===== src/rtl/mackerel_bus_ctrl.sv =====
// rtl/mackerel_bus_ctrl.sv - 68000 bus controller for the Mackerel boards
//
// Purpose: divides the source clock for the CPU, overlays ROM at 0x000000
// for the first bus cycles after reset, decodes the fixed memory map into
// chip selects, generates DTACK_N with per-region wait states, raises BERR_N
// from a watchdog, and encodes N_IRQ level-sensitive interrupt requests.
//
// Optional feature: define MACKEREL_AUTOVECTOR_EN to answer every IACK cycle
// with VPA_N (autovector) on the SRAM timing instead of IACK_N + DTACK_N.
//
// Ports:
//   CLK, RST                 source clock; synchronous active-low reset
//   CLK_CPU                  CLK / 2^CLK_DIV_LOG2
//   ADDR[22:0]               CPU A[23:1]
//   AS_N, UDS_N, LDS_N, RW   68000 strobes
//   FC[2:0]                  function code (3'b111 = IACK cycle)
//   DTACK_EXT_N              wired-OR acknowledge from external targets
//   IRQ_N[N_IRQ-1:0]         active-low requests, channel i = level i+1
//   IPL_N[2:0]               registered encoded interrupt level
//   IACK_N[N_IRQ-1:0]        per-channel interrupt acknowledge
//   DTACK_N, BERR_N, VPA_N   bus responses
//   ROM_*_N, SRAM_*_N        byte-lane chip selects
//   DRAM_N, DUART_N, IDE_N   region selects
//   BOOT                     high once the ROM overlay has ended
module mackerel_bus_ctrl #(
  parameter int CLK_DIV_LOG2 = 3,
  parameter int BOOT_CYCLES  = 4,
  parameter int N_IRQ        = 4,
  parameter int ROM_WAIT     = 2,
  parameter int SRAM_WAIT    = 0,
  parameter int BERR_TIMEOUT = 255
) (
  input  logic             CLK,
  input  logic             RST,
  output logic             CLK_CPU,
  input  logic [22:0]      ADDR,
  input  logic             AS_N,
  input  logic             UDS_N,
  input  logic             LDS_N,
  input  logic             RW,
  input  logic [2:0]       FC,
  input  logic             DTACK_EXT_N,
  input  logic [N_IRQ-1:0] IRQ_N,
  output logic [2:0]       IPL_N,
  output logic [N_IRQ-1:0] IACK_N,
  output logic             DTACK_N,
  output logic             BERR_N,
  output logic             VPA_N,
  output logic             ROM_L_N,
  output logic             ROM_U_N,
  output logic             SRAM_L_N,
  output logic             SRAM_U_N,
  output logic             DRAM_N,
  output logic             DUART_N,
  output logic             IDE_N,
  output logic             BOOT
);

  typedef enum logic [1:0] {IDLE, WAIT, ACK, BERR} state_t;

  // How the current cycle is terminated.
  localparam logic [1:0] K_INT  = 2'd0;  // wait counter, DTACK_N
  localparam logic [1:0] K_EXT  = 2'd1;  // DTACK_EXT_N, DTACK_N
  localparam logic [1:0] K_SPUR = 2'd2;  // nothing answers; watchdog only
  localparam logic [1:0] K_AUTO = 2'd3;  // wait counter, VPA_N

  localparam logic [7:0] ROM_WAIT_L  = 8'(ROM_WAIT);
  localparam logic [7:0] SRAM_WAIT_L = 8'(SRAM_WAIT);
  localparam logic [3:0] BOOT_L      = 4'(BOOT_CYCLES);
  localparam logic [9:0] BERR_L      = 10'(BERR_TIMEOUT);
  localparam logic [3:0] NIRQ_L      = 4'(N_IRQ);

  logic [CLK_DIV_LOG2-1:0] div_q, div_d;
  logic                    as_prev_q, as_prev_d;
  logic [3:0]              boot_cnt_q, boot_cnt_d;
  logic                    boot_q, boot_d;
  logic                    dtack_ext_q, dtack_ext_d;
  state_t                  state_q, state_d;
  logic [7:0]              wait_q, wait_d;
  logic [9:0]              wd_q, wd_d;
  logic [1:0]              kind_q, kind_d;
  logic                    iack_q, iack_d;
  logic [2:0]              lvl_q, lvl_d;
  logic [2:0]              ipl_q, ipl_d;
  logic                    dtack_n_q, dtack_n_d;
  logic                    berr_n_q, berr_n_d;
  logic                    vpa_n_q, vpa_n_d;

  logic       is_iack, cyc_mem;
  logic       r_sram, r_dram, r_rom, r_duart, r_ide;
  logic       sel_rom, sel_sram;
  logic [2:0] iack_lvl;
  logic       iack_in_range;
  logic [1:0] start_kind;
  logic [7:0] start_wait;
  logic [9:0] wd_inc;
  logic       ack_now;
  logic [2:0] irq_lvl;

  // RW plays no part in decode; A[13:4] only matter inside the 16K regions.
  logic [10:0] unused_bits;
  assign unused_bits = {RW, ADDR[12:3]};

  // Address decode and chip selects (combinational, AS_N gated).
  always_comb begin
    is_iack  = (FC == 3'b111);
    cyc_mem  = !AS_N && !is_iack;
    r_sram   = (ADDR[22:19] == 4'h0);
    r_rom    = (ADDR[22:19] == 4'hF) && (ADDR[18:14] != 5'h1F);
    r_duart  = (ADDR[22:13] == 10'h3FE);
    r_ide    = (ADDR[22:13] == 10'h3FF);
    r_dram   = !r_sram && (ADDR[22:19] != 4'hF);
    // Before BOOT every access lands in ROM so the reset vectors come from it.
    sel_rom  = cyc_mem && (!boot_q || r_rom);
    sel_sram = cyc_mem && boot_q && r_sram;
    ROM_U_N  = !(sel_rom && !UDS_N);
    ROM_L_N  = !(sel_rom && !LDS_N);
    SRAM_U_N = !(sel_sram && !UDS_N);
    SRAM_L_N = !(sel_sram && !LDS_N);
    DRAM_N   = !(cyc_mem && boot_q && r_dram);
    DUART_N  = !(cyc_mem && boot_q && r_duart && !LDS_N);
    IDE_N    = !(cyc_mem && boot_q && r_ide);

    iack_lvl      = ADDR[2:0];
    iack_in_range = (iack_lvl != 3'd0) && ({1'b0, iack_lvl} <= NIRQ_L);

    start_kind = K_EXT;
    start_wait = 8'd0;
    if (is_iack) begin
`ifdef MACKEREL_AUTOVECTOR_EN
      start_kind = K_AUTO;
      start_wait = SRAM_WAIT_L;
`else
      start_kind = iack_in_range ? K_EXT : K_SPUR;
`endif
    end else if (!boot_q || r_rom) begin
      start_kind = K_INT;
      start_wait = ROM_WAIT_L;
    end else if (r_sram) begin
      start_kind = K_INT;
      start_wait = SRAM_WAIT_L;
    end
  end

  // Next-state logic: divider, boot overlay, interrupt encoder, cycle FSM.
  always_comb begin
    div_d       = div_q + CLK_DIV_LOG2'(1);
    as_prev_d   = AS_N;
    dtack_ext_d = DTACK_EXT_N;

    boot_cnt_d = boot_cnt_q;
    if (!boot_q && AS_N && !as_prev_q && (boot_cnt_q != BOOT_L))
      boot_cnt_d = boot_cnt_q + 4'd1;
    boot_d = boot_q || (boot_cnt_q == BOOT_L);

    // Later channels overwrite earlier ones, so the highest level wins.
    irq_lvl = 3'd0;
    for (int i = 0; i < N_IRQ; i++)
      if (!IRQ_N[i]) irq_lvl = 3'(i + 1);
    ipl_d = ~irq_lvl;

    state_d = state_q;
    wait_d  = wait_q;
    wd_d    = wd_q;
    kind_d  = kind_q;
    iack_d  = iack_q;
    lvl_d   = lvl_q;
    wd_inc  = wd_q + 10'd1;
    ack_now = ((kind_q == K_INT || kind_q == K_AUTO) && (wait_q == 8'd0)) ||
              ((kind_q == K_EXT) && !dtack_ext_q);

    if (AS_N) begin
      state_d = IDLE;
      iack_d  = 1'b0;
    end else begin
      case (state_q)
        IDLE: begin
          state_d = WAIT;
          wait_d  = start_wait;
          wd_d    = 10'd0;
          kind_d  = start_kind;
          iack_d  = is_iack && iack_in_range && (start_kind == K_EXT);
          lvl_d   = iack_lvl;
        end
        WAIT: begin
          wd_d = wd_inc;
          // Ack is tested first so a same-edge timeout never wins.
          if (ack_now)
            state_d = ACK;
          else if (wd_inc == BERR_L)
            state_d = BERR;
          else if (wait_q != 8'd0)
            wait_d = wait_q - 8'd1;
        end
        default: state_d = state_q;
      endcase
    end

    dtack_n_d = !((state_d == ACK) && (kind_d != K_AUTO));
    vpa_n_d   = !((state_d == ACK) && (kind_d == K_AUTO));
    berr_n_d  = !(state_d == BERR);
  end

  always_comb begin
    IACK_N = '1;
    for (int i = 0; i < N_IRQ; i++)
      if (iack_q && (lvl_q == 3'(i + 1))) IACK_N[i] = 1'b0;
  end

  always_ff @(posedge CLK) begin
    if (!RST) begin
      div_q       <= '0;
      as_prev_q   <= 1'b1;
      boot_cnt_q  <= 4'd0;
      boot_q      <= 1'b0;
      dtack_ext_q <= 1'b1;
      state_q     <= IDLE;
      wait_q      <= 8'd0;
      wd_q        <= 10'd0;
      kind_q      <= K_INT;
      iack_q      <= 1'b0;
      lvl_q       <= 3'd0;
      ipl_q       <= 3'b111;
      dtack_n_q   <= 1'b1;
      berr_n_q    <= 1'b1;
      vpa_n_q     <= 1'b1;
    end else begin
      div_q       <= div_d;
      as_prev_q   <= as_prev_d;
      boot_cnt_q  <= boot_cnt_d;
      boot_q      <= boot_d;
      dtack_ext_q <= dtack_ext_d;
      state_q     <= state_d;
      wait_q      <= wait_d;
      wd_q        <= wd_d;
      kind_q      <= kind_d;
      iack_q      <= iack_d;
      lvl_q       <= lvl_d;
      ipl_q       <= ipl_d;
      dtack_n_q   <= dtack_n_d;
      berr_n_q    <= berr_n_d;
      vpa_n_q     <= vpa_n_d;
    end
  end

  assign CLK_CPU = div_q[CLK_DIV_LOG2-1];
  assign BOOT    = boot_q;
  assign IPL_N   = ipl_q;
  assign DTACK_N = dtack_n_q;
  assign BERR_N  = berr_n_q;
  assign VPA_N   = vpa_n_q;

endmodule


===== config.mk =====
export PLATFORM = sky130hd
export DESIGN_NAME = mackerel_bus_ctrl
export DESIGN_NICKNAME = d
export VERILOG_FILES = /design/src/rtl/mackerel_bus_ctrl.sv
export SDC_FILE = /design/constraint.sdc
export NUM_CORES = 1
export LEC_CHECK = 0
export BUFFER_PORTS_ARGS = -buffer_cell sky130_fd_sc_hd__buf_4
export CORE_MARGIN = 4
export CORE_UTILIZATION = 30
export CTS_CLUSTER_SIZE = 14
export DETAILED_ROUTE_END_ITERATION = 7
export PLACE_DENSITY = 0.58
export SKIP_LAST_GASP = 1
export SLEW_MARGIN = 25
export SYNTH_ARGS = -nofsm -noshare
export SYNTH_HDL_FRONTEND = slang
export SYNTH_SLANG_ARGS = --single-unit

===== constraint.sdc =====
create_clock -name CLK -period 2.5 [get_ports CLK]
set_input_delay 0.125 -clock CLK [delete_from_list [all_inputs] [get_ports CLK]]
set_output_delay 0.125 -clock CLK [all_outputs]
set_load 0.1 [all_outputs]

==> flow_metrics.tcl, run 1 <==
set metrics [dict create \
    outcome "completed" \
    crit_required_ns 2.68 \
    drive_gt1_frac 0.228 \
    switching_share 0.296 \
    htree_levels 2 \
    yosysTopAreaCellShare 0.384 \
    ir_worst_vdd_v 0.000287 \
    synthTopCellsByArea "dfxtp_1 38%, nand2_1 6.7%, nor2_1 5.1%" \
    regArea_sq_um 841 \
    drv_cap 0 \
    finalPower_uw 1450 \
    hpwl_um 3720 \
    crit_path_end_kind "flop" \
    port_buffers 44 \
    fillers 735 \
    max_slew.worst_pin.slew_ns 0.511 \
    cts_buffer_depth 2 \
    crit_arrival_ns 2.37 \
    post-route-min-period_ns 2.19 \
    rsz0062_at_grt "false" \
    cts_tree "built" \
    multi_input_area_sq_um 1270 \
    synth_nets 308 \
    ys_ff_latch 42 \
    p_leak_uw 0.00107 \
    die_width_um 93.5 \
    p_seq_frac 0.511 \
    grt_pass1_wl_um 8340 \
    dpl.cell_count 399 \
    insertedDiodeCount 0 \
    clock.fmax_ghz 0.457 \
    clock_latency_ns 0.29 \
    finalSetupTns_ns 0 \
    rows 30 \
    path_class "flop to flop" \
    area_growth_pct 24.3 \
    yosysMostFrequentCell "dfxtp_1" \
    period_share 0.875 \
    routed_via_density 4.77 \
    combPwrFrac 0.201 \
    overflow 0 \
    place.gp.congestion 0.753 \
    gr-usage-all-layers 0.118 \
    yosysSeqAreaShare 0.384 \
    synthArstFlopShare 0 \
    synth_flop_cell "dfxtp_1" \
    ys_types 54 \
    finalSetupViolations 0 \
    synth_area_sq_um 2190 \
    wl_per_cell_um 11.8 \
    final-instance-count-excl-fill 407 \
    start_kind "flop" \
    io_pins 56 \
    cts.sinks 42 \
    netSwitchingPower_uw 428 \
    clock_skew_ns 0.00740 \
    synth.avg_cell_area_sq_um 8.33 \
    drt-pass1-iter-count 4 \
    cts_root_buf "clkbuf_8" \
    synth_edf_count 0 \
    grt_max_degree 21 \
    cellPowerDensity_nw_per_um2 531 \
    slew-limit-headroom 0.659 \
    die_h_um 93.5 \
    ant_nets 0 \
    drt_iter0_markers 76 \
    dieArea_sq_um 8730 \
    core-area_sq_um 6940 \
    hp-class "primary input to flop" \
    finalHoldViolCount 0 \
    synth_commonest_cells "42 x dfxtp_1, 39 x nand2_1, 30 x nor2_1" \
    numCtsBuffers 5 \
    clkTransAtPathRegs_ns 0.08 \
    antenna_found_initial 0 \
    drv_slew 0 \
    crit_path_max_fanout 5 \
    num_vias 1943 \
    clkPwrFrac 0.287 \
    synthCells 263 \
    start_util 0.315 \
    p_int_uw 1020 \
    yosys.area.top_type "dfxtp_1" \
    final_nets 356 \
    routed_wl_um 4800 \
    drc 0 \
    grt_pass1_vias 1806 \
    regToRegSetupSlack_ns 0.31 \
    yosysWarnings 0 \
]
==> layer usage <==
layer | GRT usage | part of all wire | vias up
met5 | 0 | 0 | -
met4 | 0.0476 | 0.018 | 0
met3 | 0.0314 | 0.055 | 7
met2 | 0.187 | 0.45 | 38
met1 | 0.152 | 0.47 | 891
li1 | - | - | 1007
==> flip-flops by register name (all words and copies together) (netlist names) <==
signal       flops
BERR_N           1
BOOT             1
DTACK_N          1
IPL_N            3
VPA_N            1
as_prev_q        1
boot_cnt_q       4
div_q            3
dtack_ext_q      1
iack_q           1
kind_q           2
lvl_q            3
state_q          2
wait_q           8
wd_q            10
==> stage by stage <==
step / instance area, sq um / worst slack, ns / util / hold WS [ns]
after CTS: 2710 / 0.310 / 0.391 / 0.00737
after floorplan: 2190 / 0.195 / - / 0.197
final: 2720 / 0.311 / 0.392 / 0.0120
after global routing: 2720 / 0.142 / 0.392 / 0.00949
after detailed placement: 2630 / 0.322 / 0.379 / 0.316
after global placement: 2630 / 0.333 / 0.379 / 0.315
==> cells in the final DEF (no fill, tap or decap), types with 2 or more instances in the layout <==
master | netlist | routed
buf_4 | 0 | 48
dfxtp_1 | 42 | 42
nand2_1 | 39 | 39
nor2_1 | 30 | 30
a21oi_1 | 18 | 18
nand3_1 | 12 | 12
inv_1 | 11 | 11
nor3_1 | 10 | 10
ha_1 | 8 | 8
nand4_1 | 7 | 7
o21ai_0 | 7 | 7
xnor2_1 | 6 | 6
nand2b_1 | 5 | 5
and2_1 | 5 | 5
clkbuf_8 | 0 | 5
and3_1 | 4 | 4
or3_1 | 4 | 4
or4_1 | 3 | 3
nor2b_1 | 3 | 3
nand3b_1 | 3 | 3
a21boi_0 | 2 | 2
or2b_1 | 2 | 2
xor2_1 | 2 | 2
mux2i_1 | 2 | 2
a31o_2 | 2 | 2
o21a_1 | 2 | 2
==> critical path, stage by stage, from the launching register on <==
cell       delay [ns]
dfxtp_1          0.40
ha_1             0.25
and4_4           0.28
a211oi_1         0.07
nand4b_4         0.21
a2111oi_4        0.43
nand2_1          0.11
mux2_1           0.32
==> area by class of cell <==
cell class	count	share of cell area
Sequential cell	42	0.309
Tap cell	96	0.0441
Timing Repair Buffer	49	0.136
Clock inverter	1	0.00276
Multi-Input combinational cell	202	0.466
Clock buffer	6	0.0267
Inverter	11	0.0152
==> power groups by stage <==
stage | Clock (uW) | Combinational [uW] | Sequential, uW
floorplan | 0 | 184 | 774
global placement | 0 | 290 | 752
detailed placement | 0 | 292 | 754
CTS | 431 | 294 | 738
global route | 456 | 324 | 746
finish | 415 | 291 | 739
==> path summary, 6_finish.rpt <==
path,from,endpoint,depth (start not counted)
max,wd_q[1]$_SDFFE_PN0P_,wait_q[7]$_SDFFE_PN0P_,7
max reg2reg,wd_q[1]$_SDFFE_PN0P_,wait_q[7]$_SDFFE_PN0P_,7
min,DTACK_EXT_N,dtack_ext_q$_SDFF_PN1_,2
min reg2reg,div_q[0]$_SDFF_PN0_,div_q[0]$_SDFF_PN0_,1
==> timing repair <==
| action | CTS | global route |
|---|---|---|
| buffers inserted | 0 | 0 |
| hold buffers | 0 | 1 |
| hold endpoints to repair | 0 | 1 |
| gates resized for setup | 0 | 0 |
==> cells by family (layout without fill, tap and decap cells) <==
logic type / after synthesis / count (layout) / share of synthesized area
AOI/OAI and AO/OA: 42 / 42 / 0.140
xor gates and xnor gates: 9 / 9 / 0.0394
adders and majority gates: 8 / 8 / 0.0457
buffers and inverters: 19 / 67 / 0.0365
DFF: 42 / 42 / 0.384
muxes: 4 / 4 / 0.0194
and+or+nand+nor: 139 / 139 / 0.335
Power figures use the tool's default switching activity.
==> run 2: changes to the inputs <==
Clock period 2.5 ns to 2.33 ns, I/O delays scaled along.
==> flow_metrics.tcl, run 2 (synthesized netlist as in run 1, its figures left out) <==
set metrics [dict create \
    outcome "completed" \
    multi_input_area_sq_um 1270 \
    routed_wl_um 5010 \
    p_seq_frac 0.493 \
    use_met2 0.204 \
    max_slew.worst_pin.slew_ns 0.409 \
    critical-path-top-delay-family "simple AND/OR/NAND/NOR gates" \
    drt_iter0_markers 96 \
    grtUsageMet3 0.0249 \
    crit_arrival_ns 2.33 \
    cts_setup_buffers 0 \
    top_register "wd_q" \
    hp-class "primary input to flop" \
    post_cts_resized 0 \
    cp_slowest_cell "a2111oi_4" \
    insertedDiodeCount 0 \
    drc 0 \
    grtUsageMet1 0.160 \
    finalSetupTns_ns 0 \
    crit_required_ns 2.51 \
    place.gp.congestion 0.761 \
    regArea_sq_um 841 \
    wl_per_cell_um 12.2 \
    postPlaceCellArea_sq_um 2660 \
    cts_buffer_depth 2 \
    clock_latency_ns 0.29 \
    grt_max_degree 21 \
    area_growth_pct 25.5 \
    ant_nets 0 \
    critPathBufInv 0 \
    core-area_sq_um 6940 \
    fillers 722 \
    die_h_um 93.5 \
    cellPowerDensity_nw_per_um2 582 \
    clkPwrFrac 0.307 \
    finalHoldViolCount 0 \
    clock_skew_ns 0.00474 \
    final_nets 358 \
    clkTransAtPathRegs_ns 0.08 \
    num_vias 1926 \
    top_regs "wd_q x10, wait_q x8, boot_cnt_q x4" \
    period_share 0.923 \
    path_class "flop to flop" \
    gr-usage-all-layers 0.123 \
    crit_path_end_kind "flop" \
    cts_root_buf "clkbuf_8" \
    grt_pass1_wl_um 8740 \
    dpl.cell_count 402 \
    clock.fmax_ghz 0.465 \
    io_pins 56 \
    routed_via_density 4.70 \
    antenna_found_initial 0 \
    port_buffers 44 \
    drv_slew 0 \
    ir_worst_vdd_v 0.000360 \
    die_width_um 93.5 \
    overflow 0 \
    cts_hold_buf 0 \
    crit_path_max_fanout 5 \
    largest_register_ffs 10 \
    drv_cap 0 \
    rows 30 \
    slowest_delay_ns 0.43 \
    p_leak_uw 0.00109 \
    p_int_uw 1130 \
    grt_pass1_vias 1879 \
    dieArea_sq_um 8730 \
    switching_share 0.297 \
    htree_levels 2 \
    drt-pass1-iter-count 4 \
    start_kind "flop" \
    globalRoute.busiestLayer "met2" \
    numCtsBuffers 5 \
    start_util 0.315 \
    final-instance-count-excl-fill 410 \
    hpwl_um 3900 \
    final_common_cell "buf_4" \
    crit_chain "ha_1, and4_4, a211oi_1, nand4b_4, a2111oi_4, nand2_1, mux2_1" \
    finalSetupViolations 0 \
    slew-limit-headroom 0.725 \
    combPwrFrac 0.200 \
    layout_common_cells "51 x buf_4, 42 x dfxtp_1, 39 x nand2_1" \
    drive_gt1_frac 0.242 \
    post-route-min-period_ns 2.15 \
    rsz0062_at_grt "false" \
    cts.sinks 42 \
    netSwitchingPower_uw 475 \
    stdcell_area_sq_um 2750 \
    cts_tree "built" \
]
[run 2: changes by cell type in the layout (fill, tap and decap cells not counted), sizes merged]
cell         previous run  this run
buf                    48        51
clkinv                  0         1
dlygate4sd3             1         0
[run 2: per-stage QoR]
step	worst slack, ns	util	total power (uW)	hold slack [ns]
floorplan	0.0338	-	1030	0.188
global placement	0.191	0.382	1120	0.308
detailed placement	0.170	0.382	1130	0.309
CTS	0.153	0.396	1630	0.00659
global route	0.0249	0.396	1700	0.00571
finish	0.179	0.396	1600	0.0127
[run 2: path summary, 6_finish.rpt]
check                        from                     end  slack [ns]  cells past startpoint
max reg2reg  wd_q[0]$_SDFFE_PN0P_  wait_q[7]$_SDFFE_PN0P_        0.18                      7
min                      IRQ_N[3]     IPL_N[1]$_SDFF_PN1_        0.01                      2
min reg2reg   div_q[0]$_SDFF_PN0_     div_q[0]$_SDFF_PN0_        0.42                      1
max          wd_q[0]$_SDFFE_PN0P_  wait_q[7]$_SDFFE_PN0P_        0.18                      7
[run 2: final cells by class]
type                       instances  area share
timing repair buffer              51       0.139
clock inverter                     2     0.00455
sequential                        42       0.306
tap                               96      0.0437
inverter                          11      0.0150
clock buffer                       6      0.0300
multi-input combinational        202       0.462
[run 2: layer usage]
metal | routed length [um] | part of all wire | vias to the layer above
met3 | 170 | 0.034 | 4
met5 | 0 | 0 | -
met1 | 2400 | 0.48 | 887
met2 | 2390 | 0.48 | 27
li1 | - | - | 1008
met4 | 47 | 0.0094 | 0
[run 2: power by group through the flow]
| stage | clock network, uW | registers, uW | logic, uW |
|---|---|---|---|
| floorplan | 0 | 831 | 198 |
| global placement | 0 | 805 | 316 |
| detailed placement | 0 | 806 | 323 |
| CTS | 513 | 790 | 324 |
| global route | 546 | 797 | 355 |
| finish | 491 | 789 | 320 |
